`src/rtl/i2c_rx_capture.sv`:
```
// I2C receive byte capture: samples SDA on rising SCL inside the controller's read
// window, assembles bytes MSB-first and queues them in a first-word-fall-through FIFO.
module i2c_rx_capture #(
  parameter int FIFO_DEPTH = 8,
  parameter int ADDR_W     = 3
) (
  input  logic              i2c_core_clk,
  input  logic              rst,
  input  logic              scl_in,
  input  logic              sda_in,
  input  logic              fifo_rx_enable,
  input  logic              rd_en,
  input  logic              clr_flags,
  output logic [7:0]        rd_data,
  output logic              fifo_empty,
  output logic              fifo_full,
  output logic [ADDR_W:0]   fifo_count,
  output logic              byte_valid,
  output logic              overflow,
  output logic              frame_err
);

  typedef enum logic [1:0] {
    IDLE  = 2'd0,
    SHIFT = 2'd1,
    PUSH  = 2'd2
  } state_t;

  localparam logic [ADDR_W:0]   CNT_ONE   = (ADDR_W + 1)'(1);
  localparam logic [ADDR_W:0]   CNT_FULL  = (ADDR_W + 1)'(FIFO_DEPTH);
  localparam logic [ADDR_W-1:0] PTR_ONE   = ADDR_W'(1);

  state_t              state_q, state_d;
  logic                scl_q;
  logic [7:0]          shift_q, shift_d;
  logic [2:0]          bit_cnt_q, bit_cnt_d;
  logic                byte_valid_q, byte_valid_d;
  logic                overflow_q, overflow_d;
  logic                frame_err_q, frame_err_d;
  logic [ADDR_W-1:0]   wr_ptr_q, wr_ptr_d;
  logic [ADDR_W-1:0]   rd_ptr_q, rd_ptr_d;
  logic [ADDR_W:0]     count_q, count_d;
  logic                empty_q, empty_d;
  logic                full_q, full_d;

  logic                rise;
  logic                push;
  logic                pop;
  logic                wr_en;
  logic                ovf_set;
  logic                frame_set;

  logic [7:0]          mem [FIFO_DEPTH];

  assign rise = scl_in & ~scl_q;

  // Capture state machine: next-state and shift-register logic.
  always_comb begin
    state_d      = state_q;
    shift_d      = shift_q;
    bit_cnt_d    = bit_cnt_q;
    byte_valid_d = 1'b0;
    frame_set    = 1'b0;
    case (state_q)
      IDLE: begin
        if (fifo_rx_enable) begin
          state_d   = SHIFT;
          bit_cnt_d = 3'd0;
          if (rise) begin
            shift_d   = {shift_q[6:0], sda_in};
            bit_cnt_d = 3'd1;
          end
        end
      end
      SHIFT: begin
        if (!fifo_rx_enable) begin
          state_d   = IDLE;
          bit_cnt_d = 3'd0;
          frame_set = (bit_cnt_q != 3'd0);
        end else if (rise) begin
          shift_d = {shift_q[6:0], sda_in};
          if (bit_cnt_q == 3'd7) begin
            state_d      = PUSH;
            bit_cnt_d    = 3'd0;
            byte_valid_d = 1'b1;
          end else begin
            bit_cnt_d = bit_cnt_q + 3'd1;
          end
        end
      end
      PUSH: begin
        bit_cnt_d = 3'd0;
        if (fifo_rx_enable) begin
          state_d = SHIFT;
          // SCL may already be rising for the first bit of the next byte.
          if (rise) begin
            shift_d   = {shift_q[6:0], sda_in};
            bit_cnt_d = 3'd1;
          end
        end else begin
          state_d = IDLE;
        end
      end
      default: begin
        state_d   = IDLE;
        bit_cnt_d = 3'd0;
      end
    endcase
  end

  // FIFO bookkeeping: a full FIFO still accepts a byte when a pop frees a slot.
  always_comb begin
    push     = (state_q == PUSH);
    pop      = rd_en & ~empty_q;
    wr_en    = push & (~full_q | pop);
    ovf_set  = push & full_q & ~pop;

    wr_ptr_d = wr_ptr_q;
    rd_ptr_d = rd_ptr_q;
    count_d  = count_q;
    if (wr_en) begin
      wr_ptr_d = wr_ptr_q + PTR_ONE;
    end
    if (pop) begin
      rd_ptr_d = rd_ptr_q + PTR_ONE;
    end
    if (wr_en && !pop) begin
      count_d = count_q + CNT_ONE;
    end else if (pop && !wr_en) begin
      count_d = count_q - CNT_ONE;
    end
    empty_d = (count_d == '0);
    full_d  = (count_d == CNT_FULL);

    overflow_d  = ovf_set   | (overflow_q  & ~clr_flags);
    frame_err_d = frame_set | (frame_err_q & ~clr_flags);
  end

  always_ff @(posedge i2c_core_clk) begin
    if (rst) begin
      state_q      <= IDLE;
      scl_q        <= 1'b0;
      shift_q      <= 8'h00;
      bit_cnt_q    <= 3'd0;
      byte_valid_q <= 1'b0;
      overflow_q   <= 1'b0;
      frame_err_q  <= 1'b0;
      wr_ptr_q     <= '0;
      rd_ptr_q     <= '0;
      count_q      <= '0;
      empty_q      <= 1'b1;
      full_q       <= 1'b0;
    end else begin
      state_q      <= state_d;
      scl_q        <= scl_in;
      shift_q      <= shift_d;
      bit_cnt_q    <= bit_cnt_d;
      byte_valid_q <= byte_valid_d;
      overflow_q   <= overflow_d;
      frame_err_q  <= frame_err_d;
      wr_ptr_q     <= wr_ptr_d;
      rd_ptr_q     <= rd_ptr_d;
      count_q      <= count_d;
      empty_q      <= empty_d;
      full_q       <= full_d;
    end
  end

  // Storage has no reset; stale entries are unreachable once the pointers clear.
  always_ff @(posedge i2c_core_clk) begin
    if (wr_en && !rst) begin
      mem[wr_ptr_q] <= shift_q;
    end
  end

  assign rd_data    = empty_q ? 8'h00 : mem[rd_ptr_q];
  assign fifo_empty = empty_q;
  assign fifo_full  = full_q;
  assign fifo_count = count_q;
  assign byte_valid = byte_valid_q;
  assign overflow   = overflow_q;
  assign frame_err  = frame_err_q;

endmodule

```
`config.mk`:
```
export PLATFORM = sky130hd
export DESIGN_NAME = i2c_rx_capture
export DESIGN_NICKNAME = d
export VERILOG_FILES = /design/src/rtl/i2c_rx_capture.sv
export SDC_FILE = /design/constraint.sdc
export NUM_CORES = 1
export LEC_CHECK = 0
export BUFFER_PORTS_ARGS = -buffer_cell sky130_fd_sc_hd__buf_2
export CAP_MARGIN = 20
export CORE_AREA = 3 3 103 105
export DETAILED_ROUTE_END_ITERATION = 10
export DIE_AREA = 0 0 106 108
export PLACE_DENSITY = 0.68
export RECOVER_POWER = 25
export SYNTH_ARGS = -nofsm -noshare
export SYNTH_HDL_FRONTEND = slang
export SYNTH_SLANG_ARGS = --single-unit
```
`constraint.sdc`:
```
create_clock -name i2c_core_clk -period 2.4 [get_ports i2c_core_clk]
set_clock_uncertainty 0.1 [all_clocks]
set_input_delay 0.12 -clock i2c_core_clk [delete_from_list [all_inputs] [get_ports i2c_core_clk]]
set_output_delay 0.12 -clock i2c_core_clk [all_outputs]
set_load 0.05 [all_outputs]
```
==> run summary, run 1 <==
F_max -> 459 MHz
WL final -> 6.67 mm
# DRC -> 0
Util after Layout -> 0.456
Antenna viol nets, final -> 0
Async SR Flop Fraction -> 0
Post-CTS sizing -> 0
# diodes -> 0
Crit start category -> flop
Die H -> 108 microns
Leak -> 1.65 nW
Number of global-route vias before repair -> 2168
Kind of critical path -> flop to primary output
Post-Syn Instances -> 258
CTS Sinks -> 96
Post-synth top area cell -> edfxtp_1
Most numerous cell in the Yosys netlist -> edfxtp_1
Aggregate global-route resource usage -> 0.129
Clk slew on worst S/H paths -> 0.10 ns
CP top delay family -> multiplexers
Buf/Inv on CP -> 2
Clock latency on the worst-skew pair -> 0.35 ns
Crit path DAT -> 1.96 ns
Period utilisation layout -> 0.907
Nets -> 311
Reg power frac -> 0.516
Status -> finished, final reports clean
R2R Path Start -> state_q[0]
# fillers -> 890
First drt pass iteration count -> 4
Htree depth -> 3
Gpl congestion -> 0.737
Ys flop type -> edfxtp_1
DP HPWL -> 4.51 mm
Total number of vias -> 2161
CP Cell Sequence -> buf_4, mux4_2, mux2i_1, nor2_1, buf_2
Switching Share -> 0.312
RSZ-0062 raised after global routing -> no
Reg2reg setup slack -> 0.37 ns
Total gr overflow -> 0
Fin crit period -> 2.18 ns
Peak VDD IR -> 0.000386 V
Main area contributors after synthesis -> edfxtp_1 49%, dfxtp_1 16%, mux4_2 9.2%
Req. time, crit path -> 2.18 ns
Worst Reg-to-Reg Cells -> 4
Psw -> 1.11 mW
IO Port Bufs -> 23
Core area -> 0.00973 sq mm
Final-report hold violation count -> 0
Clock network power share -> 0.277
Synth Register Bits -> 96
Initial Utilization -> 0.401
Worst setup path endpoint -> rd_data[5]
Slowest stage cell, crit path -> mux4_2
CTS Root Cell -> clkbuf_8
Layout cell share with drive strength beyond 1 -> 0.255
Max_slew headroom -> 0.619
Kind of end point of the critical path -> primary output
Number of synthesized flops with an enable pin -> 64
Row cnt -> 36
TNS Setup -> 0 ns
Int Pwr -> 2.44 mW
Yosys warns -> 0
First-pass GRT wire length -> 11.2 mm
Register area share after synthesis -> 0.657
Worst-case clock buffer depth -> 2
Ports -> 24
Post-CTS Setup Bufs -> 0
Netlist Area Pre-Place -> 0.00390 sq mm
Hold_buf cts -> 5
Post-synthesis average cell area -> 15.1 sq um
Clock buffer count from CTS -> 9
Die area -> 0.0114 sq mm
CP max FO -> 16
Stages on worst setup path -> 5
Syn Nets -> 272
Post-synthesis cell type count -> 43
DIE WIDTH -> 106 microns
Hold Crit Class -> input port to flop
DR WL/cell -> 15.3 microns
Initial antenna violation count -> 0
Final setup fails -> 0
Max-slew violation count -> 0
DR vias/cell -> 4.97
Worst stage delay on the critical path -> 0.54 ns
Gate power share -> 0.207
1st-iter DRT viols -> 123
CTS tree -> done
Actual slew at the worst max-slew pin -> 0.571 ns
Area delta synth->final -> 13.9%
Largest net degree at the start of global routing -> 19
Commonest cells post-synth -> 64 x edfxtp_1, 36 x nor2_1, 32 x dfxtp_1
Power Dens Cells -> 798 mW/mm^2
Max-Cap Viols -> 0
Synth top area share -> 0.493
Critical R2R Capture -> mem[0][0]
[per-stage QoR]
| step | hold slack (ns) | power [mW] | worst slack, ns | area [sq um] | instances |
|---|---|---|---|---|---|
| finish | 0.0459 | 3.54 | 0.223 | 4440 | 435 |
| floorplan | 0.148 | 2.47 | 0.182 | 3910 | 258 |
| CTS | 0.0303 | 3.59 | 0.170 | 4440 | 435 |
| detailed placement | 0.261 | 2.61 | 0.385 | 4210 | 414 |
| global placement | 0.251 | 2.60 | 0.430 | 4210 | 414 |
| global route | 0.0360 | 3.72 | 0.0565 | 4440 | 435 |
[layout by cell type (no fill, tap or decap), types with 2 or more instances in the layout]
master          n
nand2_1         9
o21ai_0         2
clkbuf_8        9
edfxtp_1       64
buf_2          23
clkinv_4        2
inv_6           2
nor4_2          2
a21oi_1         7
mux4_2         16
ha_1            7
xor2_1          3
nor3_1          3
nand3_1         3
nor2_1         36
inv_8           2
dfxtp_1        32
xnor2_1         5
a22oi_1         2
nand2b_1        2
dlygate4sd3_1   5
inv_1           8
and3_1          5
nor2b_1         5
buf_4          10
mux2i_1        17
and2_1          2
[power by group through the flow]
stage | clock (mW) | sequential, mW | combinational, mW
after floorplan | 0 | 1.96 | 0.507
after global placement | 0 | 1.86 | 0.737
after detailed placement | 0 | 1.87 | 0.745
after CTS | 1.01 | 1.83 | 0.752
after global routing | 1.08 | 1.83 | 0.801
final | 0.982 | 1.83 | 0.734
[worst reg2reg max path: cells and delay by family (launching register included)]
kind | cells | cell delay [ns]
simple gates | 3 | 0.97
flops | 1 | 0.37
compound gates | 1 | 0.24
[per-layer routing]
metal,up-vias,track usage,wire length [microns],part of all wire
li1,1028,-,-,-
met1,1075,0.172,3010,0.45
met2,49,0.201,3170,0.48
met3,9,0.0412,342,0.051
met4,0,0.0453,140,0.021
met5,-,0,0,0
[registers in the layout, summed over array words and instances (netlist names), named ones only]
signal      cells
mem            64
shift_q         8
fifo_count      4
bit_cnt_q       3
rd_ptr_q        3
wr_ptr_q        3
state_q         2
byte_valid      1
fifo_empty      1
fifo_full       1
frame_err       1
overflow        1
scl_q           1
[cell families (layout without fill, tap and decap cells)]
kind of cell	after synthesis	in the layout	synth area share
simple gates	76	76	0.102
mux	34	34	0.139
xor+xnor	8	8	0.0180
buf+inv	18	62	0.0225
flops	96	96	0.657
fa+ha+maj	7	7	0.0225
compound gates	19	19	0.0391
[worst min path at each step]
stage / slack, ns / from / depth (start not counted) / endpoint
3_5_place_dp: 0.26 / sda_in / 3 / shift_q[0]
3_3_place_gp: 0.25 / sda_in / 3 / shift_q[0]
6_report: 0.05 / rd_en / 4 / flop
2_1_floorplan: 0.15 / scl_in / 1 / scl_q
4_1_cts: 0.03 / rd_en / 4 / flop
5_1_grt: 0.04 / rd_en / 4 / rd_ptr_q[1]
[final cells by class]
cell class | instances | area [sq um] | area share
Sequential cell | 96 | 2560 | 0.577
Multi-Input combinational cell | 144 | 1260 | 0.283
Timing Repair Buffer | 38 | 240 | 0.0541
Tap cell | 133 | 166 | 0.0375
Clock buffer | 9 | 124 | 0.0279
Clock inverter | 7 | 61.3 | 0.0138
Inverter | 8 | 30.0 | 0.00676
Note: power is estimated with default switching activity, not from simulation.
==> run 2: changes to the inputs <==
Settings changed: CORE_AREA 3 3 103 105 to 2 2 102 104, DIE_AREA 0 0 106 108 to 0 0 104 106.
==> run 2 against run 1 <==
Compared with the run above:
- clock power shrank 2%
- utilization shrank 1.5 points
- sequential share of layout area grew 0.33 points
- non-clock buffer count shrank 3
- fmax is essentially flat
- design area shrank 0.56%
- flip-flop and latch count is the same
- critical endpoint is now rd_data[6]
- largest power group unchanged
==> run summary, run 2 (same netlist as run 1, synthesis figures left out) <==
Clock buffer count from CTS -> 9 (unchanged)
Leak -> 1.63 nW (-1.1%)
Fin crit period -> 2.18 ns (+0.000267 ns)
Register area -> 0.00256 sq mm (unchanged)
Total number of vias -> 2134 (-1.2%)
Max-Cap Viols -> 0 (unchanged)
RSZ-0062 raised after global routing -> no
Total gr overflow -> 0 (unchanged)
WL final -> 6.58 mm (-1.3%)
CTS Root Cell -> clkbuf_8
Most frequent cells in the layout -> 64 x edfxtp_1, 36 x nor2_1, 32 x dfxtp_1
Nets -> 308 (-0.96%)
Hold EP -> rd_ptr_q[1]
First drt pass iteration count -> 4 (unchanged)
Initial Utilization -> 0.390 (-0.0108)
Crit path DAT -> 1.96 ns (about the same)
Die H -> 106 microns (-1.9%)
Final setup fails -> 0 (unchanged)
Htree depth -> 3 (unchanged)
Critical R2R Capture -> mem[2][2]
Max-slew violation count -> 0 (unchanged)
Kind of end point of the critical path -> primary output
# DRC -> 0 (unchanged)
R2R Path Start -> state_q[0]
Die area -> 0.0110 sq mm (-3.7%)
# diodes -> 0 (unchanged)
Worst-case clock buffer depth -> 2 (unchanged)
Hold Startpoint -> rd_en
DIE WIDTH -> 104 microns (-1.9%)
Status -> finished, final reports clean
Number of global-route vias before repair -> 2165 (-0.14%)
Multi-input logic area -> 0.00126 sq mm (unchanged)
Largest register FFs -> 64 (unchanged)
Power Dens Cells -> 800 mW/mm^2 (+0.25%)
Initial antenna violation count -> 0 (unchanged)
Kind of critical path -> flop to primary output
IO Port Bufs -> 23 (unchanged)
TNS Setup -> 0 ns (unchanged)
Hold Crit Class -> input port to flop
Clk slew on worst S/H paths -> 0.09 ns (about the same)
Req. time, crit path -> 2.18 ns (about the same)
Final-report hold violation count -> 0 (unchanged)
CTS Sinks -> 96 (unchanged)
Gpl congestion -> 0.772 (+4.7%)
Area delta synth->final -> 13.2%
DR WL/cell -> 15.1 microns (-1.3%)
First-pass GRT wire length -> 11.2 mm (-0.44%)
Peak VDD IR -> 0.000654 V (+70%)
Leading cell type in the layout, fill and taps excluded -> edfxtp_1
F_max -> 459 MHz (about the same)
Row cnt -> 37 (+2.8%)
Reg2reg setup slack -> 0.45 ns (+0.08 ns)
CTS tree -> done
Pre-CTS WS -> 0.440 ns (+0.0552 ns)
Crit start category -> flop
DR vias/cell -> 4.91 (-1.2%)
Clock latency on the worst-skew pair -> 0.35 ns (about the same)
Period utilisation layout -> 0.907 (about the same)
Util after Layout -> 0.442 (-0.0148)
Layout cell share with drive strength beyond 1 -> 0.247 (-0.00748)
Hold path depth -> 4 (unchanged)
# fillers -> 912 (+2.5%)
Ports -> 24 (unchanged)
Largest net degree at the start of global routing -> 29 (+10)
Max_slew headroom -> 0.628 (+0.00945)
Worst Reg-to-Reg Cells -> 4 (unchanged)
Largest Register -> mem
DP HPWL -> 4.38 mm (-3.1%)
1st-iter DRT viols -> 119 (-3.3%)
Antenna viol nets, final -> 0 (unchanged)
Post-route worst setup slack -> 0.223 ns (-0.000267 ns)
Actual slew at the worst max-slew pin -> 0.557 ns (-0.0142 ns)
CP max FO -> 16 (unchanged)
Core area -> 0.0100 sq mm (+2.8%)
Aggregate global-route resource usage -> 0.133 (+0.00433)
## run 2: final cells by class
class	instances	share of cell area
clock buffer	9	0.0281
clock inverter	7	0.0133
inverter	8	0.00680
multi-input combinational	144	0.284
sequential	96	0.580
tap	136	0.0385
timing repair buffer	35	0.0485
## run 2: power breakdown
| part | switching [mW] | internal [mW] | total, mW |
|---|---|---|---|
| Combinational | 0.486 | 0.251 | 0.737 |
| Clock | 0.569 | 0.397 | 0.966 |
| Sequential | 0.0437 | 1.79 | 1.83 |
## run 2: metal layers
layer,GRT usage,wire length (microns)
met5,0,0
met4,0.0261,10
met3,0.0448,240
met2,0.222,3090
met1,0.172,3240
## run 2: worst max path at each step
| stage | from | end | slack [ns] | depth (start not counted) |
|---|---|---|---|---|
| 6_report | flop | rd_data[6] | 0.22 | 5 |
| 5_1_grt | flop | rd_data[6] | 0.05 | 5 |
| 4_1_cts | flop | rd_data[6] | 0.16 | 5 |
| 3_5_place_dp | state_q[0] | mem[2][2] | 0.44 | 4 |
| 3_3_place_gp | state_q[0] | mem[2][2] | 0.49 | 4 |
| 2_1_floorplan | fifo_empty | mem[4][0] | 0.18 | 5 |
## run 2: timing repair
item / in CTS / in global routing
resized for setup: 0 / 0
hold buffers: 4 / 0
hold endpoints to repair: 5 / 0
setup buffers: 0 / 0
## run 2: stage by stage
step	hold slack, ns	cell area [sq um]	power [mW]	std cells
3_3_place_gp	0.263	4190	2.60	415
2_1_floorplan	0.148	3910	2.47	258
4_1_cts	0.0430	4420	3.58	435
3_5_place_dp	0.266	4190	2.61	415
5_1_grt	0.0884	4420	3.70	435
6_report	0.0667	4420	3.53	435
## run 2: critical path, stage by stage (launching register included)
cell	delay (ns)
dfxtp_1	0.32
buf_4	0.30
mux4_2	0.55
mux2i_1	0.16
nor2_1	0.06
buf_2	0.21
